[src/rtl/button_event_decoder.sv]
// rtl/button_event_decoder.sv - classifies a debounced button into click, double click and long press
module button_event_decoder #(
   parameter int CNT_WIDTH  = 4,
   parameter int LONG_TICKS = 8,
   parameter int GAP_TICKS  = 5
) (
   input  logic i_clk,
   input  logic i_rst_n,
   input  logic i_button,
   output logic o_click,
   output logic o_double_click,
   output logic o_long_press,
   output logic o_busy
);

   typedef enum logic [2:0] {
      WAIT_REL,
      IDLE,
      PRESS1,
      GAP,
      PRESS2
   } state_t;

   localparam logic [CNT_WIDTH-1:0] LONG_LAST = CNT_WIDTH'(LONG_TICKS - 1);
   localparam logic [CNT_WIDTH-1:0] GAP_LAST  = CNT_WIDTH'(GAP_TICKS - 1);

   state_t               state;
   logic [CNT_WIDTH-1:0] cnt;
   logic                 b_q;
   logic                 b_vld;

   // b_vld keeps the reset value of b_q from being mistaken for a release,
   // so a button held across reset stays in WAIT_REL until truly let go.
   always_ff @(posedge i_clk or negedge i_rst_n) begin
      if (!i_rst_n) begin
         state          <= WAIT_REL;
         cnt            <= '0;
         b_q            <= 1'b0;
         b_vld          <= 1'b0;
         o_click        <= 1'b0;
         o_double_click <= 1'b0;
         o_long_press   <= 1'b0;
         o_busy         <= 1'b0;
      end else begin
         b_q            <= i_button;
         b_vld          <= 1'b1;
         o_click        <= 1'b0;
         o_double_click <= 1'b0;
         o_long_press   <= 1'b0;
         case (state)
            WAIT_REL: begin
               if (b_vld && !b_q) begin
                  state  <= IDLE;
                  o_busy <= 1'b0;
               end else begin
                  o_busy <= 1'b1;
               end
            end
            IDLE: begin
               if (b_q) begin
                  state  <= PRESS1;
                  cnt    <= '0;
                  o_busy <= 1'b1;
               end else begin
                  o_busy <= 1'b0;
               end
            end
            PRESS1: begin
               o_busy <= 1'b1;
               if (!b_q) begin
                  state <= GAP;
                  cnt   <= '0;
               end else if (cnt == LONG_LAST) begin
                  o_long_press <= 1'b1;
                  state        <= WAIT_REL;
               end else begin
                  cnt <= cnt + 1'b1;
               end
            end
            GAP: begin
               // A press on the final gap tick beats the click timeout.
               if (b_q) begin
                  state  <= PRESS2;
                  o_busy <= 1'b1;
               end else if (cnt == GAP_LAST) begin
                  o_click <= 1'b1;
                  state   <= IDLE;
                  o_busy  <= 1'b0;
               end else begin
                  cnt    <= cnt + 1'b1;
                  o_busy <= 1'b1;
               end
            end
            PRESS2: begin
               if (!b_q) begin
                  o_double_click <= 1'b1;
                  state          <= IDLE;
                  o_busy         <= 1'b0;
               end else begin
                  o_busy <= 1'b1;
               end
            end
            default: begin
               state  <= WAIT_REL;
               o_busy <= 1'b1;
            end
         endcase
      end
   end

endmodule
[config.mk]
export PLATFORM = sky130hd
export DESIGN_NAME = button_event_decoder
export DESIGN_NICKNAME = d
export VERILOG_FILES = /design/src/rtl/button_event_decoder.sv
export SDC_FILE = /design/constraint.sdc
export NUM_CORES = 1
export LEC_CHECK = 0
export ABC_AREA = 0
export CORE_AREA = 2 2 39 41
export DETAILED_ROUTE_END_ITERATION = 6
export DIE_AREA = 0 0 41 43
export HOLD_SLACK_MARGIN = 0.05
export PLACE_DENSITY = 0.65
export REMOVE_ABC_BUFFERS = 1
export SLEW_MARGIN = 0
export SYNTH_ARGS = -nofsm -noshare
export SYNTH_HDL_FRONTEND = slang
export SYNTH_SLANG_ARGS = --single-unit
[constraint.sdc]
create_clock -name i_clk -period 1.65 [get_ports i_clk]
set_input_delay 0.33 -clock i_clk [delete_from_list [all_inputs] [get_ports i_clk]]
set_output_delay 0.33 -clock i_clk [all_outputs]
set_load 0.1 [all_outputs]
==> flow_summary.ini <==
[power]
p_leak_nw = 0.339
powerDensity_mw_per_mm2 = 1360
p_comb_share_pct = 34.4
netSwitchingFraction_pct = 39.3
seq_power_share_pct = 46.3
p_clk_share_pct = 19.3
p_sw_mw = 0.409
peakVddDrop_v = 0.000624
p_int_mw = 0.630
power_mw = 1.04

[layout]
fin_area_sq_um = 763
synthToLayoutAreaGrowth_pct = 22.7
antenna_cells = 0
fillerInstances = 125
drive_gt1_share_pct = 19.7
final_core_utilization_pct = 55.2
nets = 72

[cts]
clk_latency_ns = 0.28
numCtsBuffers = 3
ctsResizeCount = 0
clk_pin_slew_worst_paths_ns = 0.08
postCtsSetupBuffers = 0
ctsLongestPathBuffers = 2
cts_tree = yes
holdBufCountCts = 0
cts_root_buffer = clkbuf_4
cts.sinks = 13
cts_htree_levels = 1

[place]
place_area_sq_um = 737
gp_congestion = 0.821
hpwlAfterDp_microns = 704
io_buffers = 6

[die]
core_area_sq_mm = 0.00138
initial_core_util_pct = 44.9
die_x_microns = 41
die_h_microns = 43
die_area_sq_mm = 0.00176
ioPinCount = 7
row_count = 14

[detailed_routing]
vias = 464
wire_per_inst_microns = 12.1
drt_pass1_iterations = 4
avgViaCountPerCell = 5.66
remaining_drc_errors = 0
wirelength_microns = 992
drtIter0Drc = 9
postRouteAntennaNets = 0

[worst_setup_path]
crit_type = reg2reg
cp_max_fo = 5
start_kind = register
crit_path_top_delay_cell = dfrtp_1
arrival_ns = 1.58
rr_worst_depth = 5
reg2reg_slack_ns = 0.28
end_kind = register
slowest_delay_ns = 0.43
required_ns = 1.86
critical_path.cell_chain = ha_1, nand4b_1, nand4b_2, nand2_2, mux2i_1

[timing]
hold_slack_ns = 0.344
skew_ns = 0.000605
period_needed_ns = 1.37
finalCritPeriodShare_pct = 82.8
tns_ns = 0
max_freq_ghz = 0.732
rsz0062_at_grt = no
setup_viol = 0
hold_viol = 0
finalMaxSlewViolations = 0

[yosys]
syn_avg_cell_area_sq_um = 10.9
yosysSeqAreaShare_pct = 52.3
ys_types = 29
ys_ff_latch = 13
netlist_area_sq_um = 622
syn-instance-count = 57
yosys_warnings = 0

[global_route]
grt_pass1_wl_microns = 1860
grt_max_degree = 14
grt_pass1_vias = 431
antenna_found_initial = 0
track_usage_pct = 16.6
overflow = 0

[outcome]
outcome = complete, no violations

[worst_hold_path]
hold_class = in2async

[job]
max-cap-violations = 0
[Yosys cell counts (all sizes together)]
| library cell | n | area share (%) |
|---|---|---|
| dfrtp | 13 | 52 |
| nand2 | 6 | 4.0 |
| nand3 | 5 | 4.0 |
| nand4b | 3 | 6.2 |
| nor2 | 3 | 1.8 |
| nor3 | 3 | 2.4 |
| and2 | 2 | 2.0 |
| buf | 2 | 2.0 |
| ha | 2 | 4.0 |
| inv | 2 | 1.2 |
| o21ai | 2 | 1.6 |
| a21oi | 1 | 0.80 |
| a31oi | 1 | 1.0 |
| a41oi | 1 | 1.4 |
| conb | 1 | 0.60 |
| mux2i | 1 | 1.6 |
| nand2b | 1 | 2.2 |
| nand4bb | 1 | 1.8 |
| nor2b | 1 | 1.0 |
| nor4 | 1 | 1.0 |
| nor4b | 1 | 1.4 |
| o211ai | 1 | 2.0 |
| o311ai | 1 | 1.4 |
| or2 | 1 | 1.0 |
| or3 | 1 | 1.0 |
[logic make-up after synthesis]
kind of cell / share of synthesized area [%]
AO/OA/AOI/OAI: 8.25
multiplexers: 1.61
other: 0.603
AND/OR/NAND/NOR: 30.0
buffers and inverters: 3.22
adder cells (fa/ha/maj): 4.02
flip-flops: 52.3
[critical path, delay by kind of cell (launching register included)]
family	cells	cell delay [ns]
fa+ha+maj	1	0.25
mux	1	0.18
flops	1	0.43
simple gates	3	0.43
[cell type report]
class	count	area, sq um	share of cell area [%]
Clock buffer	4	26.3	3.44
Timing Repair Buffer	7	108	14.1
Tap cell	16	20.0	2.62
Inverter	2	7.51	0.984
Sequential cell	13	325	42.6
Multi-Input combinational cell	40	277	36.2
[sequential cells by signal, indices dropped and copies added, names as in the netlist]
name and flops:
o_busy 1, o_double_click 1, o_click 1, b_vld 1, o_long_press 1, b_q 1
cnt 4, state 3
[power by group through the flow]
stage / logic [mW] / registers (mW) / clock network, mW
after floorplan: 0.209 / 0.526 / 0
after global placement: 0.355 / 0.484 / 0
after detailed placement: 0.357 / 0.486 / 0
after CTS: 0.358 / 0.480 / 0.203
after global routing: 0.397 / 0.493 / 0.217
final: 0.357 / 0.481 / 0.201
[placed cells by master, fill, tap and decap left out, types with 2 or more instances in the layout]
cell type        instances
dfrtp_1                 13
nand2_1                  5
clkdlybuf4s50_1          2
nor2_1                   3
nand4b_2                 2
ha_1                     2
buf_12                   4
inv_1                    2
nor3_1                   3
clkbuf_4                 3
nand3_1                  5
and2_1                   2
[through the flow]
stage	setup WS, ns	std cells
6_report	0.284	82
5_1_grt	0.187	82
4_1_cts	0.289	82
3_5_place_dp	0.309	78
3_3_place_gp	0.335	78
2_1_floorplan	0.421	55
[layer usage]
layer	wire length, microns	vias to the layer above	track usage, %
met3	50	5	3.14
met5	0	-	0
met2	445	17	21.3
li1	-	223	-
met4	51	0	16.0
met1	444	219	22.1
[final timing paths]
kind | start | to
worst max-delay path | cnt[0] | cnt[1]
worst min-delay path | i_rst_n | o_double_click
worst max register to register | cnt[0] | cnt[1]
worst min register to register | b_vld | o_busy
max in group asynchronous | i_rst_n | state[2]
min in group i_clk | i_button | b_q
Power figures use the tool's default switching activity.
